### config.mk
export PLATFORM = sky130hd
export DESIGN_NAME = multicycle_control_fsm
export DESIGN_NICKNAME = d
export VERILOG_FILES = /design/src/rtl/multicycle_control_fsm_pkg.sv /design/src/rtl/multicycle_control_fsm_opcode_strobe_decode.sv /design/src/rtl/multicycle_control_fsm.sv
export SDC_FILE = /design/constraint.sdc
export NUM_CORES = 1
export LEC_CHECK = 0
export ABC_AREA = 1
export BUFFER_PORTS_ARGS = -buffer_cell sky130_fd_sc_hd__buf_2
export CAP_MARGIN = 20
export CORE_MARGIN = 3
export CORE_UTILIZATION = 30
export DETAILED_ROUTE_END_ITERATION = 16
export GPL_TIMING_DRIVEN = 0
export PLACE_DENSITY = 0.53
export SYNTH_ARGS = -nofsm -noshare
export SYNTH_HDL_FRONTEND = slang
export SYNTH_SLANG_ARGS = --single-unit
### constraint.sdc
create_clock -name clk -period 1.4 [get_ports clk]
set_input_delay 0 -clock clk [delete_from_list [all_inputs] [get_ports clk]]
set_output_delay 0 -clock clk [all_outputs]
set_load 0.05 [all_outputs]
### src/rtl/multicycle_control_fsm_pkg.sv
// Shared definitions for the multi-cycle control FSM:
// state encodings, opcodes, strobe codes and the EXEC strobe bundle.
package multicycle_control_fsm_pkg;

    typedef enum logic [2:0] {
        S_FETCH  = 3'd0,
        S_DECODE = 3'd1,
        S_EXEC   = 3'd2,
        S_MEM    = 3'd3,
        S_WB     = 3'd4,
        S_TRAP   = 3'd7
    } state_t;

    localparam logic [3:0] OP_ADD  = 4'h0;
    localparam logic [3:0] OP_GRT  = 4'h1;
    localparam logic [3:0] OP_SUB  = 4'h2;
    localparam logic [3:0] OP_EQ   = 4'h3;
    localparam logic [3:0] OP_JALR = 4'h4;
    localparam logic [3:0] OP_LUI  = 4'h5;
    localparam logic [3:0] OP_JAL  = 4'h6;
    localparam logic [3:0] OP_ADDI = 4'h8;
    localparam logic [3:0] OP_LW   = 4'h9;
    localparam logic [3:0] OP_SW   = 4'hA;
    localparam logic [3:0] OP_BNE  = 4'hB;
    localparam logic [3:0] OP_WRI  = 4'hC;

    localparam logic [1:0] IMMGEN_I = 2'b00;
    localparam logic [1:0] IMMGEN_B = 2'b10;
    localparam logic [1:0] IMMGEN_U = 2'b11;

    localparam logic [1:0] ALUIN2_RS2 = 2'b00;
    localparam logic [1:0] ALUIN2_OFF = 2'b01;
    localparam logic [1:0] ALUIN2_IMM = 2'b10;

    localparam logic [1:0] ALUSRC_SUM = 2'b00;
    localparam logic [1:0] ALUSRC_GRT = 2'b01;
    localparam logic [1:0] ALUSRC_EQ  = 2'b10;

    // How an instruction leaves EXEC
    typedef enum logic [2:0] {
        C_ALU,
        C_JUMP,
        C_BRANCH,
        C_LOAD,
        C_STORE
    } op_class_t;

    typedef struct packed {
        logic [1:0] immgenop;
        logic       aluop;
        logic       aluin1;
        logic [1:0] aluin2;
        logic [1:0] alusrc;
    } strobe_t;

endpackage

### src/rtl/multicycle_control_fsm_opcode_strobe_decode.sv
// Pure combinational opcode decode: EXEC strobe vector and
// the class that steers the FSM out of EXEC and through MEM.
module opcode_strobe_decode
    import multicycle_control_fsm_pkg::*;
(
    input  logic [3:0] op,
    output strobe_t    strobes,
    output op_class_t  op_class
);

    // Opcode table; unlisted opcodes behave as rea (read to register)
    always_comb begin
        strobes  = '{IMMGEN_I, 1'b1, 1'b0, ALUIN2_RS2, ALUSRC_SUM};
        op_class = C_LOAD;
        unique case (op)
            OP_ADD: begin
                strobes  = '{IMMGEN_I, 1'b0, 1'b0, ALUIN2_RS2, ALUSRC_SUM};
                op_class = C_ALU;
            end
            OP_GRT: begin
                strobes  = '{IMMGEN_I, 1'b1, 1'b0, ALUIN2_RS2, ALUSRC_GRT};
                op_class = C_ALU;
            end
            OP_SUB: begin
                strobes  = '{IMMGEN_I, 1'b1, 1'b0, ALUIN2_RS2, ALUSRC_SUM};
                op_class = C_ALU;
            end
            OP_EQ: begin
                strobes  = '{IMMGEN_I, 1'b1, 1'b0, ALUIN2_RS2, ALUSRC_EQ};
                op_class = C_ALU;
            end
            OP_JALR: begin
                strobes  = '{IMMGEN_I, 1'b0, 1'b1, ALUIN2_OFF, ALUSRC_SUM};
                op_class = C_JUMP;
            end
            OP_LUI: begin
                strobes  = '{IMMGEN_U, 1'b1, 1'b0, ALUIN2_IMM, ALUSRC_SUM};
                op_class = C_ALU;
            end
            OP_JAL: begin
                strobes  = '{IMMGEN_B, 1'b0, 1'b1, ALUIN2_IMM, ALUSRC_SUM};
                op_class = C_JUMP;
            end
            OP_ADDI: begin
                strobes  = '{IMMGEN_I, 1'b0, 1'b0, ALUIN2_IMM, ALUSRC_SUM};
                op_class = C_ALU;
            end
            OP_LW: begin
                strobes  = '{IMMGEN_I, 1'b0, 1'b0, ALUIN2_IMM, ALUSRC_SUM};
                op_class = C_LOAD;
            end
            OP_SW: begin
                strobes  = '{IMMGEN_I, 1'b0, 1'b0, ALUIN2_IMM, ALUSRC_SUM};
                op_class = C_STORE;
            end
            OP_BNE: begin
                strobes  = '{IMMGEN_B, 1'b1, 1'b1, ALUIN2_RS2, ALUSRC_SUM};
                op_class = C_BRANCH;
            end
            OP_WRI: begin
                strobes  = '{IMMGEN_I, 1'b1, 1'b0, ALUIN2_RS2, ALUSRC_SUM};
                op_class = C_STORE;
            end
            default: begin
                strobes  = '{IMMGEN_I, 1'b1, 1'b0, ALUIN2_RS2, ALUSRC_SUM};
                op_class = C_LOAD;
            end
        endcase
    end

endmodule

### src/rtl/multicycle_control_fsm.sv
// Multi-cycle instruction sequencer: FETCH/DECODE/EXEC/MEM/WB with
// memory ready handshake, wait timeout and a sticky trap state.
module multicycle_control_fsm
    import multicycle_control_fsm_pkg::*;
#(
    parameter int OP_W    = 4,
    parameter int TIMEOUT = 15,
    parameter int TO_W    = 8
) (
    input  logic            clk,
    input  logic            reset,
    input  logic [OP_W-1:0] op,
    input  logic            alu_zero,
    input  logic            mem_ready,
    output logic [1:0]      immgenop,
    output logic            aluop,
    output logic            aluin1,
    output logic [1:0]      aluin2,
    output logic [1:0]      alusrc,
    output logic            memread,
    output logic            memwrite,
    output logic            pcwrite,
    output logic            irwrite,
    output logic            regwrite,
    output logic            instr_done,
    output logic            trap,
    output logic [2:0]      state
);

    state_t          cur;
    state_t          nxt;
    logic [TO_W-1:0] cnt;
    logic            timed_out;
    logic            illegal;
    strobe_t         dec;
    op_class_t       cls;

    opcode_strobe_decode u_dec (
        .op       (op[3:0]),
        .strobes  (dec),
        .op_class (cls)
    );

    generate
        if (OP_W > 4) begin : g_wide
            assign illegal = |op[OP_W-1:4];
        end else begin : g_narrow
            assign illegal = 1'b0;
        end
    endgenerate

    assign timed_out = (cnt == TO_W'(TIMEOUT));
    assign state     = cur;

    // State register
    always_ff @(posedge clk or posedge reset) begin
        if (reset) cur <= S_FETCH;
        else       cur <= nxt;
    end

    // Wait counter: cleared on each state entry, counts idle memory cycles
    always_ff @(posedge clk or posedge reset) begin
        if (reset)
            cnt <= '0;
        else if (nxt != cur)
            cnt <= '0;
        else if (cur == S_FETCH || cur == S_MEM)
            cnt <= cnt + 1'b1;
    end

    // Next state and per-state strobes; reset forces every output low
    always_comb begin
        nxt        = cur;
        immgenop   = '0;
        aluop      = 1'b0;
        aluin1     = 1'b0;
        aluin2     = '0;
        alusrc     = '0;
        memread    = 1'b0;
        memwrite   = 1'b0;
        pcwrite    = 1'b0;
        irwrite    = 1'b0;
        regwrite   = 1'b0;
        instr_done = 1'b0;
        trap       = 1'b0;
        unique case (cur)
            S_FETCH: begin
                memread = 1'b1;
                if (mem_ready) begin
                    irwrite = 1'b1;
                    pcwrite = 1'b1;
                    nxt     = S_DECODE;
                end else if (timed_out) begin
                    nxt = S_TRAP;
                end
            end
            S_DECODE: begin
                nxt = illegal ? S_TRAP : S_EXEC;
            end
            S_EXEC: begin
                immgenop = dec.immgenop;
                aluop    = dec.aluop;
                aluin1   = dec.aluin1;
                aluin2   = dec.aluin2;
                alusrc   = dec.alusrc;
                unique case (cls)
                    C_JUMP: begin
                        pcwrite = 1'b1;
                        nxt     = S_WB;
                    end
                    C_BRANCH: begin
                        pcwrite    = ~alu_zero;
                        instr_done = 1'b1;
                        nxt        = S_FETCH;
                    end
                    C_LOAD, C_STORE: nxt = S_MEM;
                    default:         nxt = S_WB;
                endcase
            end
            S_MEM: begin
                memread  = (cls == C_LOAD);
                memwrite = (cls == C_STORE);
                if (mem_ready) begin
                    instr_done = (cls == C_STORE);
                    nxt        = (cls == C_STORE) ? S_FETCH : S_WB;
                end else if (timed_out) begin
                    nxt = S_TRAP;
                end
            end
            S_WB: begin
                regwrite   = 1'b1;
                instr_done = 1'b1;
                nxt        = S_FETCH;
            end
            S_TRAP: begin
                trap = 1'b1;
            end
            default: begin
                nxt = S_TRAP;
            end
        endcase
        if (reset) begin
            immgenop   = '0;
            aluop      = 1'b0;
            aluin1     = 1'b0;
            aluin2     = '0;
            alusrc     = '0;
            memread    = 1'b0;
            memwrite   = 1'b0;
            pcwrite    = 1'b0;
            irwrite    = 1'b0;
            regwrite   = 1'b0;
            instr_done = 1'b0;
            trap       = 1'b0;
        end
    end

endmodule

==> results of run 1 <==
cell families (layout without fill, tap and decap cells):
| family | count (synthesis) | after routing |
|---|---|---|
| multiplexers | 1 | 1 |
| adder cells (fa/ha/maj) | 8 | 8 |
| AND/OR/NAND/NOR | 106 | 106 |
| buffers and inverters | 22 | 70 |
| AO/OA/AOI/OAI | 16 | 16 |
| XOR/XNOR | 7 | 7 |
| flip-flops | 11 | 11 |
how the worst max path moves through the flow:
stage	from	to	slack (ns)	cells past startpoint
final	state[0]	immgenop[1]	-0.28	7
after global routing	state[0]	immgenop[1]	-0.38	7
after CTS	state[1]	immgenop[1]	-0.28	8
after detailed placement	op[0]	cnt[2]	-0.47	16
after global placement	op[0]	cnt[4]	-0.42	16
after floorplan	state[0]	aluin2[0]	-0.24	5
layout make-up:
class / count / area (um2)
buffer: 3 / 28.8
clock buffer: 4 / 45.0
fill: 331 / 1560
inverter: 19 / 86.3
multi-input combinational: 138 / 1020
sequential: 11 / 284
tap: 46 / 57.6
timing repair buffer: 44 / 384
what timing repair did:
| action | 4_1_cts | 5_1_grt |
|---|---|---|
| setup buffers | 15 | 7 |
| setup endpoints to repair | 22 | 23 |
| gates resized for setup | 51 | 25 |
| pin swaps | 14 | 14 |
| gates cloned | 0 | 0 |
flip-flops by register name, summed over array words and instances (netlist names):
| register | cells |
|---|---|
| state | 3 |
| cnt | 8 |
cells in the final DEF, fill, tap and decap left out, drive strengths merged:
| master | instances |
|---|---|
| nand2 | 53 |
| a21o | 1 |
| xor2 | 6 |
| buf | 45 |
| nor3 | 7 |
| clkbuf | 6 |
| inv | 19 |
| nand3b | 1 |
| dfrtp | 11 |
| nor2 | 27 |
| o21ai | 5 |
| xnor2 | 1 |
| o21bai | 1 |
| nor4 | 1 |
| a21oi | 8 |
| ha | 8 |
| nand4 | 5 |
| nand3 | 12 |
| mux2i | 1 |
| o32ai | 1 |
stage by stage:
stage	std cells	util, %	setup TNS (ns)	hold slack [ns]	worst slack, ns
after floorplan	171	-	-3.07	0.189	-0.235
after global placement	241	42.7	-5.35	0.278	-0.423
after detailed placement	241	42.7	-5.94	0.299	-0.470
after CTS	260	51.7	-4.79	0.0547	-0.283
after global routing	265	54.9	-6.79	0.120	-0.382
final	265	54.9	-4.89	0.0348	-0.283
routing by layer:
layer	share of wire, %	wire length [um]	global-route usage, %
met1	46	1420	18.4
met2	49	1510	25.5
met3	4.1	128	2.50
met4	1.2	36	2.28
met5	0	0	0
power groups by stage:
stage               logic [W]  registers [W]  clock network [W]
floorplan            0.000560       0.000545                  0
global placement     0.000800       0.000463                  0
detailed placement   0.000809       0.000467                  0
CTS                   0.00108       0.000457           0.000322
global route          0.00133       0.000460           0.000340
finish                0.00121       0.000453           0.000312
==> key figures, run 1 <==
Run status
  – Outcome: finished, violations left
  – Failing checks: setup timing

Power and ir drop
  – LEAKAGE: roughly 0.89 nW
  – NetSw: 0.000958 W
  – Total power: roughly 0.0020 W
  – Combinational group share of total power: around three fifths
  – Flop pwr share: 22.9%
  – Switching power share of the total: 48.4%
  – Int Power: 0.00102 W
  – Peak VDD IR: 493 uV
  – Power Dens Cells: about 1000 mW/mm2
  – Clock power share: between 10% and 20%

Clock tree
  – Clk buf depth: 2
  – CTS buffer count: 3
  – Root Driver: clkbuf_8
  – Worst-path clk slew: about 0.050 ns
  – CTS tree: yes
  – Cts hold-fix bufs: 0
  – CTS Sinks: 11
  – Max H-tree Level: 1
  – Skew-Pair Late Insertion Delay: 0.23 ns

Synth
  – Main area contributors after synthesis: dfrtp_1, nand2_1, ha_1
  – Complex-gate fraction of the synthesized area: 8.19%
  – Post-synth top cells: nand2_1, nor2_1, inv_1, dfrtp_1, nand3_1
  – Synth warnings: 0
  – Synth Area in XOR/XNOR: 5.43%
  – Yosys top cell by area: dfrtp_1
  – Count of cell types in the netlist: 27
  – Mapped Nets: ~190
  – Simple-gate area share of the yosys netlist: a little over two fifths
  – Synthesized area: 0.00113 mm2
  – Top FF cell, synth: dfrtp_1
  – Yosys top cell area share: 24.4%
  – Post-synth ARST share: 100%
  – FF+latch count, synth: 11
  – Multiplexer share of the synthesized area: 0.886%
  – Mapped Cells: 171
  – Post-Synth Adder-Cell Area: 8.86%
  – Post-synth EDFFs: 0
  – Average footprint of a synthesized cell: 6.61 um2
  – Combinational family with the most area after synthesis: simple AND/OR/NAND/NOR gates
  – Register area share after synthesis: 24.4%
  – Most common cell in the netlist: nand2_1

Critical path
  – Most used cell, CP: nor2_4
  – RR Startpoint: state[0]
  – Worst path slowest cell: dfrtp_4
  – Worst setup EP type: output port
  – Crit path DAT: 1.68 ns
  – CP max FO: 5
  – Largest delay contributor family on the critical path: simple AND/OR/NAND/NOR gates
  – WP data required: 1.40 ns
  – CP Launch Type: register
  – Setup Crit Path Kind: reg2out
  – Buffers & Inverters on Critical Path: 3
  – Reg2reg end: cnt[3]
  – Reg2reg path depth: 10
  – CP peak stage delay: 0.52 ns
  – Worst R2R Setup Slack: -0.26 ns
  – Critical-path cell list: nor3_4 -> inv_2 -> nor2_4 -> buf_4 -> nand2_2 -> nor2_4 -> buf_8

Placement
  – Placed cell areas: 0.00148 mm2
  – IO Port Bufs: 24
  – RePlAce Congestion: 0.805
  – Hpwl dp: 2.26 mm

Timing
  – Final Hold Vio Count: 0
  – Tcrit/Tclk final: 120%
  – Final slew viol count: 0
  – Slew HR: roughly 60%
  – Post-route minimum period: 1.68 ns
  – Final WS setup: -0.283 ns
  – Worst slew pin tran: 0.611 ns
  – Highest clock rate: about 0.59 GHz
  – Skew final: a little under 0.004 ns
  – Final setup viols: 22
  – RSZ-0062 raised after global routing: true

Global routing
  – GRT overflow: 0
  – Largest net degree at the start of global routing: 12
  – GR Util All Layers: between 10% and 20%
  – Antenna violations before repair: 0
  – Number of global-route vias before repair: 1206
  – First-pass GRT wire length: 5.18 mm

Detailed routing
  – Vias: 1240
  – Drt drc: 0
  – WL per Instance: 11.7 um
  – DRT iter0 DRCs: 41
  – First-pass DRT Iterations: 4
  – Routed WL: 3.10 mm
  – Antenna viol nets, final: 0
  – Drt via density: 4.68

Floorplanning
  – Die span in x: 67.4 um
  – Starting density of the core: 32.6%
  – Die ar.: between 0.004 and 0.005 mm2
  – Core ar.: between 0.003 and 0.004 mm2
  – Row count: 21
  – Ports: 26
  – Die height: 67.4 um

Cells and area
  – N_diodes: 0
  – Proportion of layout cells with a drive suffix above 1: ~55%
  – Layout overhead on the synthesized area: 68.7%
  – Design Area, Final: roughly 0.0019 mm2
  – # nets final: about 240

Run
  – MaxCap Viol Count: 0

Hold path
  – Min-Delay Path Class: in2async
Power figures use the tool's default switching activity.
==> inputs of run 2 (changes only) <==
==> constraint.sdc (replaced) <==
create_clock -name clk -period 1.4 [get_ports clk]
set_input_delay 0.07 -clock clk [delete_from_list [all_inputs] [get_ports clk]]
set_output_delay 0.07 -clock clk [all_outputs]
set_load 0.05 [all_outputs]
==> run 2 against run 1 <==
The flow still finishes with violations (setup timing). Worst setup slack worse by 0.035 ns. Critical path depth is 1 lower. Final area is 0.92% higher. Critical endpoint is now alusrc[0]. Global-route usage is 1.5 points higher. Non-clock buffer count is 4 lower. Via count is 4.2% higher.
==> key figures, run 2 (synthesis gave the netlist of run 1 again) <==
Floorplanning
  – Ports: 26 (unchanged)
  – Die span in x: 67.4 um (unchanged)
  – Starting density of the core: 32.6% (unchanged)
  – Core ar.: 0.00347 mm2 (unchanged)
  – Die height: 67.4 um (unchanged)
  – Row count: 21 (unchanged)
  – Die ar.: 0.00454 mm2 (unchanged)

Placement
  – Hpwl dp: 2.28 mm (+0.69%)
  – Placed cell count: 241 (unchanged)
  – IO Port Bufs: 24 (unchanged)
  – RePlAce Congestion: 0.805 (about the same)

Timing
  – RSZ-0062 raised after global routing: true
  – Final slew viol count: 0 (unchanged)
  – Final Hold Vio Count: 0 (unchanged)
  – Setup tns final: -5.66 ns (-0.777 ns)
  – Post-route minimum period: 1.72 ns (+0.0352 ns)
  – Worst slew pin tran: 0.622 ns (+0.0107 ns)
  – Hold WS: 0.102 ns (+0.0670 ns)
  – Skew final: 0.00899 ns (+0.00503 ns)
  – Slew HR: 58.5% (-0.71 points)
  – Final setup viols: 23 (+4.5%)
  – Tcrit/Tclk final: 123% (+2.5 points)
  – Final WS setup: -0.318 ns (-0.0352 ns)
  – Highest clock rate: 0.582 GHz (-2.0%)

Global routing
  – Antenna violations before repair: 0 (unchanged)
  – GR Util All Layers: 15.8% (+1.5 points)
  – Largest net degree at the start of global routing: 12 (unchanged)
  – GRT overflow: 0 (unchanged)
  – First-pass GRT wire length: 5.64 mm (+9.1%)
  – Number of global-route vias before repair: 1280 (+6.1%)

Clock tree
  – Clk buf depth: 2 (unchanged)
  – Cts hold-fix bufs: 0 (unchanged)
  – Skew-Pair Late Insertion Delay: 0.24 ns (about the same)
  – Worst-path clk slew: 0.05 ns (about the same)
  – Max H-tree Level: 1 (unchanged)
  – CTS buffer count: 3 (unchanged)
  – CTS tree: yes
  – CTS Sinks: 11 (unchanged)
  – Root Driver: clkbuf_8

Detailed routing
  – DRT iter0 DRCs: 72 (+76%)
  – Antenna viol nets, final: 0 (unchanged)
  – Drt drc: 0 (unchanged)
  – WL per Instance: 12.4 um (+5.8%)
  – First-pass DRT Iterations: 4 (unchanged)
  – Drt via density: 4.95 (+5.8%)
  – Routed WL: 3.23 mm (+4.2%)
  – Vias: 1292 (+4.2%)

Critical path
  – Worst setup EP type: output port
  – Worst R2R Setup Slack: -0.28 ns (-0.02 ns)
  – Crit path DAT: 1.65 ns (-0.03 ns)
  – Worst setup startpoint: state[0]
  – Reg2reg path depth: 11 (+1)
  – Reg2reg end: cnt[1]
  – Setup Crit Path Kind: reg2out
  – RR Startpoint: state[1]
  – CP max FO: 5 (unchanged)
  – CP Launch Type: register
  – WP data required: 1.33 ns (-0.07 ns)

Hold path
  – Min-Delay Path Class: in2async

Cells and area
  – Most common library cell in the layout ignoring fill and taps: nand2_1
  – Area of the multi-input gates: 0.00104 mm2 (+2.5%)
  – Largest register FFs: 8 (unchanged)
  – # nets final: 232 (-1.7%)
  – Final Util: 55.4% (+0.50 points)
  – Proportion of layout cells with a drive suffix above 1: 54.9% (-0.37 points)
  – Layout overhead on the synthesized area: 70.2%
  – Most flops, register: cnt
  – FF+latch area: 284 um2 (unchanged)
  – Most frequent cells in the layout: nand2_1, buf_6, nand2_2
  – Layout filler cell count: 335 (+1.2%)
  – Layout Cells excl Fill: 261 (-1.5%)
  – N_diodes: 0 (unchanged)

Power and ir drop
  – Peak VDD IR: 454 uV (-7.7%)
  – LEAKAGE: 0.881 nW (-0.74%)
  – Total power: 0.00204 W (+3.0%)
  – Power Dens Cells: 1060 mW/mm2 (+2.1%)

Run
  – MaxCap Viol Count: 0 (unchanged)

Run status
  – Outcome: finished, violations left
  – Failing checks: setup timing
[run 2: cell count changes in the layout (fill, tap and decap cells not counted), sizes merged]
cell,previous run,this run
buf,45,41
[run 2: what timing repair did]
item,CTS,global route
pin swaps,18,14
buffers inserted,16,2
endpoints found under the setup margin,22,25
hold endpoints to repair,0,0
gates resized for setup,60,25
[run 2: cell type report]
cell class / instances / share of cell area (%)
Buffer: 3 / 1.50
Clock buffer: 4 / 2.34
Inverter: 19 / 4.36
Multi-Input combinational cell: 138 / 54.3
Sequential cell: 11 / 14.8
Tap cell: 46 / 2.99
Timing Repair Buffer: 40 / 19.7
[run 2: worst max path at each step]
stage / end / cells past startpoint / slack, ns
final: alusrc[0] / 6 / -0.32
after global routing: alusrc[0] / 6 / -0.43
after CTS: alusrc[0] / 6 / -0.33
after detailed placement: cnt[2] / 16 / -0.53
after global placement: cnt[4] / 16 / -0.49
after floorplan: aluin2[0] / 5 / -0.31
[run 2: metrics by stage]
stage	setup slack (ns)	area (um2)
6_report	-0.318	1920
5_1_grt	-0.426	1920
4_1_cts	-0.332	1850
3_5_place_dp	-0.528	1480
3_3_place_gp	-0.490	1480
2_1_floorplan	-0.305	1300
[run 2: report_power, final]
group	internal [W]	switching, W
clock network	0.000200	0.000116
logic	0.000484	0.000794
registers	0.000375	0.0000701
[run 2: critical path, stage by stage, from the launching register on]
cell and delay, ns:
dfrtp_4 0.51, nor3_4 0.22, inv_2 0.07, nor2_4 0.19
nand2_2 0.11, nor3_4 0.13, buf_6 0.18
[run 2: metal layers]
layer  up-vias  track usage (%)  wire length [um]
met5         -                0                 0
met4         0             2.28                18
met3         2             3.16               141
met2        27             28.7              1640
met1       623             19.6              1430
li1        640                -                 -
